## src/rtl/spi_frame_arbiter.sv

```systemverilog
// ---------------------------------------------------------------------------
// spi_frame_arbiter
//
// Shares a single byte-level SPI engine between NREQ requesters. Whole frames
// (chip-select-bounded, multi-byte transfers) are granted round-robin. Each
// requester has its own active-low chip select, framed by programmable setup,
// hold and inter-frame gap times. Bytes received by the engine are routed back
// to the current frame owner.
//
// Optional feature: define SPI_ARB_TIMEOUT_EN to abort frames whose owner
// stalls for TIMEOUT_CYC cycles between bytes (sticky timeout_err).
//
// Ports
//   clk, rst_n        clock, asynchronous active-low reset (engine shares it)
//   req_valid[i]      requester i offers a byte
//   req_data[8i+:8]   byte from requester i
//   req_last[i]       byte is the final one of the frame
//   req_ready[i]      byte accepted when req_valid[i] & req_ready[i]
//   grant[i]          one-hot frame owner, 0 when idle
//   done[i]           1-cycle pulse as cs_n[i] rises at the end of a frame
//   rsp_valid[i]      1-cycle pulse: rsp_data holds a byte for owner i
//   rsp_data          received byte
//   cs_n[i]           active-low chip select per requester
//   spi_start         engine start pulse
//   spi_data          engine data_in, held from start until busy falls
//   spi_busy          engine busy
//   spi_new_data      engine received-byte strobe
//   spi_rdata         engine data_out
//   timeout_err       sticky frame-abort flag (0 unless SPI_ARB_TIMEOUT_EN)
// ---------------------------------------------------------------------------
module spi_frame_arbiter #(
  parameter int NREQ         = 2,
  parameter int CS_SETUP_CYC = 4,
  parameter int CS_HOLD_CYC  = 4,
  parameter int CS_GAP_CYC   = 8,
  parameter int TIMEOUT_CYC  = 65535
) (
  input  logic              clk,
  input  logic              rst_n,
  input  logic [NREQ-1:0]   req_valid,
  input  logic [8*NREQ-1:0] req_data,
  input  logic [NREQ-1:0]   req_last,
  output logic [NREQ-1:0]   req_ready,
  output logic [NREQ-1:0]   grant,
  output logic [NREQ-1:0]   done,
  output logic [NREQ-1:0]   rsp_valid,
  output logic [7:0]        rsp_data,
  output logic [NREQ-1:0]   cs_n,
  output logic              spi_start,
  output logic [7:0]        spi_data,
  input  logic              spi_busy,
  input  logic              spi_new_data,
  input  logic [7:0]        spi_rdata,
  output logic              timeout_err
);

  localparam int PW = $clog2(NREQ);

  // Counters reload with N-1 and exit at zero, so a state lasts N cycles;
  // N = 0 collapses to a single cycle.
  function automatic logic [15:0] reload_val(input int cyc);
    return (cyc <= 1) ? 16'd0 : 16'(cyc - 1);
  endfunction

  localparam logic [15:0] SETUP_LD = reload_val(CS_SETUP_CYC);
  localparam logic [15:0] HOLD_LD  = reload_val(CS_HOLD_CYC);
  localparam logic [15:0] GAP_LD   = reload_val(CS_GAP_CYC);

  if (NREQ < 2 || NREQ > 4 || TIMEOUT_CYC < 1 || TIMEOUT_CYC > 65535) begin : g_bad_param
    $error("spi_frame_arbiter: NREQ must be 2..4 and TIMEOUT_CYC 1..65535");
  end

  typedef enum logic [2:0] {
    S_IDLE,
    S_SETUP,
    S_ISSUE,
    S_WAIT,
    S_HOLD,
    S_GAP
  } state_t;

  state_t            state_q, state_d;
  logic [15:0]       cnt_q, cnt_d;
  logic [NREQ-1:0]   grant_q, grant_d;
  logic [PW-1:0]     ptr_q, ptr_d;      // last winner; also the owner index while granted
  logic [NREQ-1:0]   cs_n_q, cs_n_d;
  logic [7:0]        data_q, data_d;
  logic              last_q, last_d;
  logic              first_q, first_d;  // marks the first WAIT cycle
  logic [NREQ-1:0]   done_q, done_d;
  logic [NREQ-1:0]   rsp_valid_q;
  logic [7:0]        rsp_data_q;

  logic [PW-1:0]     pick;
  logic [PW-1:0]     cand;
  logic              found;
  logic [7:0]        owner_data;

`ifdef SPI_ARB_TIMEOUT_EN
  localparam logic [15:0] STALL_LIMIT = 16'(TIMEOUT_CYC - 1);
  logic [15:0]       stall_q, stall_d;
  logic              terr_q, terr_d;
`endif

  // Round-robin search starting just after the previous winner.
  // NOTE: every signal assigned in a combinational block gets a default at
  // the top; a path that leaves one unassigned would infer a latch.
  always_comb begin
    pick  = ptr_q;
    cand  = ptr_q;
    found = 1'b0;
    for (int k = 1; k <= NREQ; k++) begin
      cand = PW'((int'(ptr_q) + k) % NREQ);
      if (!found && req_valid[cand]) begin
        pick  = cand;
        found = 1'b1;
      end
    end
  end

  always_comb begin
    owner_data = 8'h00;
    for (int i = 0; i < NREQ; i++) begin
      if (ptr_q == PW'(i)) owner_data = req_data[8*i +: 8];
    end
  end

  always_comb begin
    state_d   = state_q;
    cnt_d     = cnt_q;
    grant_d   = grant_q;
    ptr_d     = ptr_q;
    cs_n_d    = cs_n_q;
    data_d    = data_q;
    last_d    = last_q;
    first_d   = 1'b0;
    done_d    = '0;
    req_ready = '0;
    spi_start = 1'b0;
`ifdef SPI_ARB_TIMEOUT_EN
    stall_d   = '0;
    terr_d    = terr_q;
`endif

    unique case (state_q)
      S_IDLE: begin
        if (|req_valid) begin
          grant_d = NREQ'(1) << pick;
          ptr_d   = pick;
          cs_n_d  = ~(NREQ'(1) << pick);
          cnt_d   = SETUP_LD;
          state_d = S_SETUP;
        end
      end

      S_SETUP: begin
        if (cnt_q == 16'd0) state_d = S_ISSUE;
        else                cnt_d   = cnt_q - 16'd1;
      end

      S_ISSUE: begin
        req_ready[ptr_q] = 1'b1;
        if (req_valid[ptr_q]) begin
          spi_start = 1'b1;
          data_d    = owner_data;
          last_d    = req_last[ptr_q];
          first_d   = 1'b1;
          state_d   = S_WAIT;
        end
`ifdef SPI_ARB_TIMEOUT_EN
        else if (stall_q == STALL_LIMIT) begin
          // Owner stalled too long: close the frame through the normal hold.
          terr_d  = 1'b1;
          cnt_d   = HOLD_LD;
          state_d = S_HOLD;
        end else begin
          stall_d = stall_q + 16'd1;
        end
`endif
      end

      S_WAIT: begin
        // busy only rises the cycle after start, so the first WAIT cycle
        // would otherwise see a stale low.
        if (!first_q && !spi_busy) begin
          if (last_q) begin
            cnt_d   = HOLD_LD;
            state_d = S_HOLD;
          end else begin
            state_d = S_ISSUE;
          end
        end
      end

      S_HOLD: begin
        if (cnt_q == 16'd0) begin
          cs_n_d  = '1;
          done_d  = grant_q;
          grant_d = '0;
          cnt_d   = GAP_LD;
          state_d = S_GAP;
        end else begin
          cnt_d = cnt_q - 16'd1;
        end
      end

      S_GAP: begin
        if (cnt_q == 16'd0) state_d = S_IDLE;
        else                cnt_d   = cnt_q - 16'd1;
      end

      default: state_d = S_IDLE;
    endcase
  end

  // NOTE: sequential state uses non-blocking assignments so every register
  // samples the pre-edge values, independent of block ordering.
  always_ff @(posedge clk or negedge rst_n) begin
    if (!rst_n) begin
      state_q <= S_IDLE;
      cnt_q   <= '0;
      grant_q <= '0;
      ptr_q   <= PW'(NREQ - 1);
      cs_n_q  <= '1;
      data_q  <= '0;
      last_q  <= 1'b0;
      first_q <= 1'b0;
      done_q  <= '0;
    end else begin
      state_q <= state_d;
      cnt_q   <= cnt_d;
      grant_q <= grant_d;
      ptr_q   <= ptr_d;
      cs_n_q  <= cs_n_d;
      data_q  <= data_d;
      last_q  <= last_d;
      first_q <= first_d;
      done_q  <= done_d;
    end
  end

  // Receive path: a byte arriving while nobody owns the bus is dropped.
  always_ff @(posedge clk or negedge rst_n) begin
    if (!rst_n) begin
      rsp_valid_q <= '0;
      rsp_data_q  <= '0;
    end else begin
      rsp_valid_q <= spi_new_data ? grant_q : '0;
      if (spi_new_data && |grant_q) rsp_data_q <= spi_rdata;
    end
  end

`ifdef SPI_ARB_TIMEOUT_EN
  always_ff @(posedge clk or negedge rst_n) begin
    if (!rst_n) begin
      stall_q <= '0;
      terr_q  <= 1'b0;
    end else begin
      stall_q <= stall_d;
      terr_q  <= terr_d;
    end
  end

  assign timeout_err = terr_q;
`else
  assign timeout_err = 1'b0;
`endif

  // The byte is presented combinationally in the start cycle so the engine
  // captures it on the same edge; the latched copy holds it afterwards.
  assign spi_data  = spi_start ? owner_data : data_q;
  assign grant     = grant_q;
  assign cs_n      = cs_n_q;
  assign done      = done_q;
  assign rsp_valid = rsp_valid_q;
  assign rsp_data  = rsp_data_q;

endmodule
```

## config.mk

```make
export PLATFORM = sky130hd
export DESIGN_NAME = spi_frame_arbiter
export DESIGN_NICKNAME = d
export VERILOG_FILES = /design/src/rtl/spi_frame_arbiter.sv
export SDC_FILE = /design/constraint.sdc
export NUM_CORES = 1
export LEC_CHECK = 0
export CORE_MARGIN = 5
export CORE_UTILIZATION = 48
export DETAILED_ROUTE_END_ITERATION = 10
export PLACE_DENSITY = 0.79
export RECOVER_POWER = 100
export SYNTH_ARGS = -nofsm -noshare
export SYNTH_HDL_FRONTEND = slang
export SYNTH_SLANG_ARGS = --single-unit
```

## constraint.sdc

```tcl
create_clock -name clk -period 2.41 [get_ports clk]
set_input_delay 0.241 -clock clk [delete_from_list [all_inputs] [get_ports clk]]
set_output_delay 0.241 -clock clk [all_outputs]
set_load 0.02 [all_outputs]
```

**Yosys cells after proc, flatten, opt, wreduce, memory -nomap -nowiden**

Index checks and enable logic that the tools add are counted.

- Flip-flop bits (word level): 46
- Bits of input ports: 32
- Output and inout bits: 28
- Logic and storage cells: 93

- Add/subtract/negate cells: 3
- Order comparisons: 4
- Equal/unequal tests: 13
- Shift-type cells: 1
- Muxes and demuxes: 41
- Bitwise gates (word level): 1
- Reduce and logical (&&, ||, !) cells: 19

Operators by type and width:

| kind | count |
|---|---|
| 16-bit two-way mux | 5 |
| 16-bit one-hot mux with 4 select lines | 1 |
| 3-bit two-way mux | 7 |
| 3-bit one-hot mux with 6 select lines | 1 |
| 16-bit logical NOT | 1 |
| 2-bit two-way mux | 8 |
| 8-bit two-way mux | 2 |
| 2-bit != test (second input constant) | 8 |
| 16-bit by 1-bit subtractor with 16-bit output (second input constant) | 1 |
| 1-bit two-way mux | 14 |
| 2-bit one-hot mux with 2 select lines | 2 |
| 3-bit by 2-bit equality test with 1-bit output (second input constant) | 2 |
| 3-bit equality test (second input constant) | 2 |
| 1-bit by 2-bit less-than comparator with 1-bit output (second input constant) | 3 |
| 6-bit AND reduction | 1 |
| 2-bit OR reduction | 3 |
| 5-bit AND reduction | 1 |
| 1-bit logical AND | 4 |
| 2-bit AND reduction | 2 |
| 4-bit nonzero test | 1 |
| 3-bit by 1-bit equality test with 1-bit output (second input constant) | 1 |
| 1-bit logical NOT | 3 |
| 3-bit logical NOT | 1 |
| 3-bit AND reduction | 1 |
| other kinds (6) | 7 |

**Logic depth before layout (Yosys ltp)**

- Word-level depth: 11
- Depth in mapped cells: 8
- Depth with buffers taken out: 6

**Worst setup path after synthesis**

No wires, ideal clock.

- Path kind: register to output
- Start: register ptr_q
- End: output port spi_data[0]
- Data arrival time: 1977 ps
- Data required time: 2169 ps
- Setup slack: 192 ps
- Stages on the path, launching flop included: 6
- Buffers on the path: 2
- Cells stage by stage: dfstp_2 clkbuf_1 mux2i_1 nor3_2 clkbuf_1 a21oi_1

- Cells in the longest elaborated chain, start to end: 5
- Elaborated cells on any way between the ends: 6
- Classes of those cells: mux (6)

Ends and longest elaborated chain:

| what | line | RTL |
|---|---|---|
| start, declared | 85 | `logic [PW-1:0] ptr_q, ptr_d;` |
| start signal, assigned | 223 | `ptr_q <= PW'(NREQ - 1);` |
| start signal, assigned | 233 | `ptr_q <= ptr_d;` |
| 1-bit two-way mux (not written as such) (2 in series) | 163 | `if (req_valid[ptr_q]) begin` |
| 1-bit two-way mux | 163 |  |
| 1-bit two-way mux | 145 | `unique case (state_q)` |
| via spi_start | 49 | `output logic spi_start,` |
| 8-bit two-way mux | 271 | `assign spi_data = spi_start ? owner_data : data_q;` |
| end, declared | 50 | `output logic [7:0] spi_data,` |

The timed path passes the listed nets, and every way through them passes these cells. The select of a mux whose other input is x is not followed.

**Final worst setup path**

- Start: register ptr_q
- End: output port req_ready[1]

- Cells in the longest elaborated chain, start to end: 5
- Elaborated cells on any way between the ends: 6
- Classes of those cells: order compare (2); mux (3); reduce/logical (1)

Ends and longest elaborated chain:

| what | line | RTL |
|---|---|---|
| 1-bit by 2-bit less-than comparator with 1-bit output (not written as such) / 1-bit >= comparator (equally long branches) | 162 | `req_ready[ptr_q] = 1'b1;` |
| 1-bit logical AND (not written as such) | 162 |  |
| 1-bit two-way mux (not written as such) | 162 |  |
| 1-bit demux with 1-bit select (*) | 162 |  |
| 2-bit two-way mux (*) | 145 |  |
| end, declared | 43 | `output logic [NREQ-1:0] req_ready,` |

Every way passes the cells marked *; elsewhere a longest branch is shown, timed or not.

==> results.cfg <==
[yosys]
mappedNetlistNets = 260
yosys_register_bits = 46
postSynth.asyncResetShare_pct = 100.0
synthesis.instances = 226
yosys_warnings = 0
synthDistinctLibCells = 42
yosys_most_used_dff = sky130_fd_sc_hd__dfrtp_1
seq_area_frac_synth_pct = 50.69
post_synth.cell_area_avg_um2 = 10.08
synth_edf_count = 0
post_synth_instance_area_um2 = 2278

[placed_design]
dp_hpwl_um = 3790
placedInstanceArea_um2 = 2974
place.port_buffers = 58
place.gp.congestion = 0.8291

[power_and_ir_drop]
leakage_nw = 1.289
powerDensity_nw_per_um2 = 1276
vdd_drop_max_mv = 0.6552

[clocking]
h-tree-depth = 2
clock_latency_ps = 290
cts_sinks = 46
tritoncts.num_buffers = 5
clock_tree.buffer_depth = 2
clk_pin_slew_worst_paths_ps = 90
cts.root.buffer_cell = sky130_fd_sc_hd__clkbuf_8
tritoncts = yes

[detailed_routing]
detailedRoute.firstIterationViolations = 93
drt.antenna.violating_nets = 0
route.final.wire_length_um = 5002
detail_route.vias_per_cell = 5.424
routedWlPerCell_um = 14.33
drc_errors = 0
via_count = 1893
firstDrtPassIters = 4

[worst_setup_path]
worst_path_largest_cell_delay_ps = 670
critical_path.cell_chain = buf_4, inv_1, nor3_1, clkdlybuf4s50_1
worstPathBufferInverterCount = 3
cpLargestDelayFamily = buffers and inverters
path_class = reg -> out
cp-end-kind = primary output
cell_at_the_slowest_stage_of_the_critical_path = sky130_fd_sc_hd__clkdlybuf4s50_1
crit_required_ps = 2170
worstPathArrival_ps = 2060
setup.worst_path.start_class = flip-flop
crit_path_max_fo = 13

[timing]
final_hold_viol_count = 0
layout_worst_path_cycle_share_pct = 95.47
drv_slew = 0
period_needed_ps = 2301
slew-limit-headroom_pct = 27.22
finalClockSkew_ps = 3.416
fmax_ghz = 0.4346
hold-worst-slack_ps = 504.7
fin_setup_tns_ps = 0
final-setup-viol-count = 0
worst-slew-pin-transition_ps = 1092
setup_repair_after_global_routing_missed_its_margin = false

[global_routing]
grt_start_max_net_pins = 28
wire_length_of_the_first_global_routing_pass_um = 8673
grt_pass1_vias = 1933
globalRouteTotalUtil_pct = 17.25
antenna_found_initial = 0
gr-total-overflow = 0

[finish]
seq_area_um2 = 1155
areaGrowthSynthToFinish_pct = 34.21
multi_input_gate_area_um2 = 1041
final_nets = 328
drive_gt1_share_pct = 12.54
number_of_diodes_added_for_antenna_fixing = 0
mostFrequentLayoutCells = sky130_fd_sc_hd__dfrtp_1, sky130_fd_sc_hd__clkdlybuf4s50_1, sky130_fd_sc_hd__nor2_1
stdcell_area_um2 = 3058
layout.cells.most_common = sky130_fd_sc_hd__dfrtp_1
nFillCells = 386

[die]
die_area_um2 = 6224
placeable_area_um2 = 4661
chipHeight_um = 78.90
effective_utilization_at_floorplan_pct = 48.89
rows = 25
dieWidth_um = 78.90
pin_count = 60

[worst_hold_path]
hp-class = reg -> reg

[outcome]
status = finished, final reports clean

[flow_run]
maxCapViolCount = 0
-- routing by layer --
metal / vias up / GRT usage (%) / share of wire [%]
met4: 0 / 2.577 / 0.52
met2: 56 / 30.48 / 48
met1: 899 / 20.62 / 43
met5: - / 0 / 0
li1: 934 / - / -
met3: 4 / 6.236 / 8.0
-- what timing repair did --
action | in CTS | in global routing
setup endpoints to repair | 8 | 7
pin swaps | 0 | 0
buffers inserted | 0 | 0
resized for setup | 8 | 1
hold endpoints to repair | 17 | 0
hold buffers | 1 | 0
-- report_power, final --
group / internal (W) / total, W / switching, W
Sequential: 0.00112 / 0.00134 / 0.000222
Clock: 0.000204 / 0.000476 / 0.000272
Combinational: 0.000917 / 0.00209 / 0.00117
Total: 0.00224 / 0.00390 / 0.00166
-- through the flow --
| step | cells | power (W) | utilization, % | setup slack, ps |
|---|---|---|---|---|
| finish | 349 | 0.003901 | 65.61 | 109.3 |
| global route | 349 | 0.004238 | 65.61 | 39.50 |
| CTS | 349 | 0.004001 | 65.75 | 141.1 |
| detailed placement | 340 | 0.003565 | 63.81 | 52.12 |
| global placement | 340 | 0.003506 | 63.81 | 125.8 |
| floorplan | 226 | 0.002758 | - | 191.8 |
-- sequential cells by signal (all words and copies together) (netlist names) --
| signal | cells |
|---|---|
| cnt_q | 16 |
| data_q | 8 |
| rsp_data | 8 |
| state_q | 3 |
| cs_n | 2 |
| done | 2 |
| grant | 2 |
| rsp_valid | 2 |
| first_q | 1 |
| last_q | 1 |
| ptr_q | 1 |
-- synth_stat cells, types with 3 or more instances --
| cell type | instances | area, um^2 |
|---|---|---|
| sky130_fd_sc_hd__dfrtp_1 | 43 | 1076 |
| sky130_fd_sc_hd__nor2_1 | 28 | 105.1 |
| sky130_fd_sc_hd__a21oi_1 | 21 | 105.1 |
| sky130_fd_sc_hd__nand2_1 | 11 | 41.29 |
| sky130_fd_sc_hd__mux2i_1 | 10 | 100.1 |
| sky130_fd_sc_hd__mux2_2 | 8 | 90.09 |
| sky130_fd_sc_hd__xnor2_1 | 8 | 70.07 |
| sky130_fd_sc_hd__nor3_1 | 7 | 35.03 |
| sky130_fd_sc_hd__nor4_1 | 7 | 43.79 |
| sky130_fd_sc_hd__inv_1 | 6 | 22.52 |
| sky130_fd_sc_hd__o21ai_1 | 6 | 30.03 |
| sky130_fd_sc_hd__nand3_1 | 5 | 25.02 |
| sky130_fd_sc_hd__or3_1 | 5 | 31.28 |
| sky130_fd_sc_hd__and2_1 | 4 | 25.02 |
| sky130_fd_sc_hd__buf_2 | 4 | 20.02 |
| sky130_fd_sc_hd__clkbuf_1 | 4 | 15.01 |
| sky130_fd_sc_hd__nor3_2 | 4 | 40.04 |
| sky130_fd_sc_hd__o21ai_0 | 4 | 20.02 |
| sky130_fd_sc_hd__or4_1 | 4 | 30.03 |
| sky130_fd_sc_hd__dfstp_2 | 3 | 78.83 |
| sky130_fd_sc_hd__nand2b_1 | 3 | 18.77 |
| sky130_fd_sc_hd__nor2b_1 | 3 | 18.77 |
| sky130_fd_sc_hd__o31ai_1 | 3 | 22.52 |
-- final timing paths --
kind                                              start                       to  slack (ps)  depth (start not counted)
max in group asynchronous                         rst_n     cnt_q[7]$_DFFE_PN0P_         520                          3
worst min-delay path            rsp_data[1]$_DFFE_PN0P_  rsp_data[1]$_DFFE_PN0P_         500                          1
worst max register to register     cnt_q[8]$_DFFE_PN0P_     cnt_q[1]$_DFFE_PN0P_         250                          6
worst max-delay path                  ptr_q$_DFFE_PN1P_             req_ready[1]         110                          4
min in group asynchronous                         rst_n       last_q$_DFFE_PN0P_         660                          2
worst min register to register  rsp_data[1]$_DFFE_PN0P_  rsp_data[1]$_DFFE_PN0P_         500                          1
-- area by class of cell --
cell class,count,share of cell area [%]
clock buffers,5,2.250
clock inverters,3,0.6956
inverters,6,0.7365
multi-input cells,162,34.04
flip-flops and latches,46,37.77
well taps,54,2.209
repair buffers,73,22.30
-- logic make-up after synthesis --
family	count (synthesis)	share of synthesized area (%)
AOI/OAI and AO/OA	43	11.26
DFF	46	50.69
buffers and inverters	18	3.843
adders and majority gates	2	1.098
and+or+nand+nor	90	21.53
xor gates and xnor gates	8	3.075
muxes	18	8.347
other	1	0.1646
(Power assumes the default switching activity.)
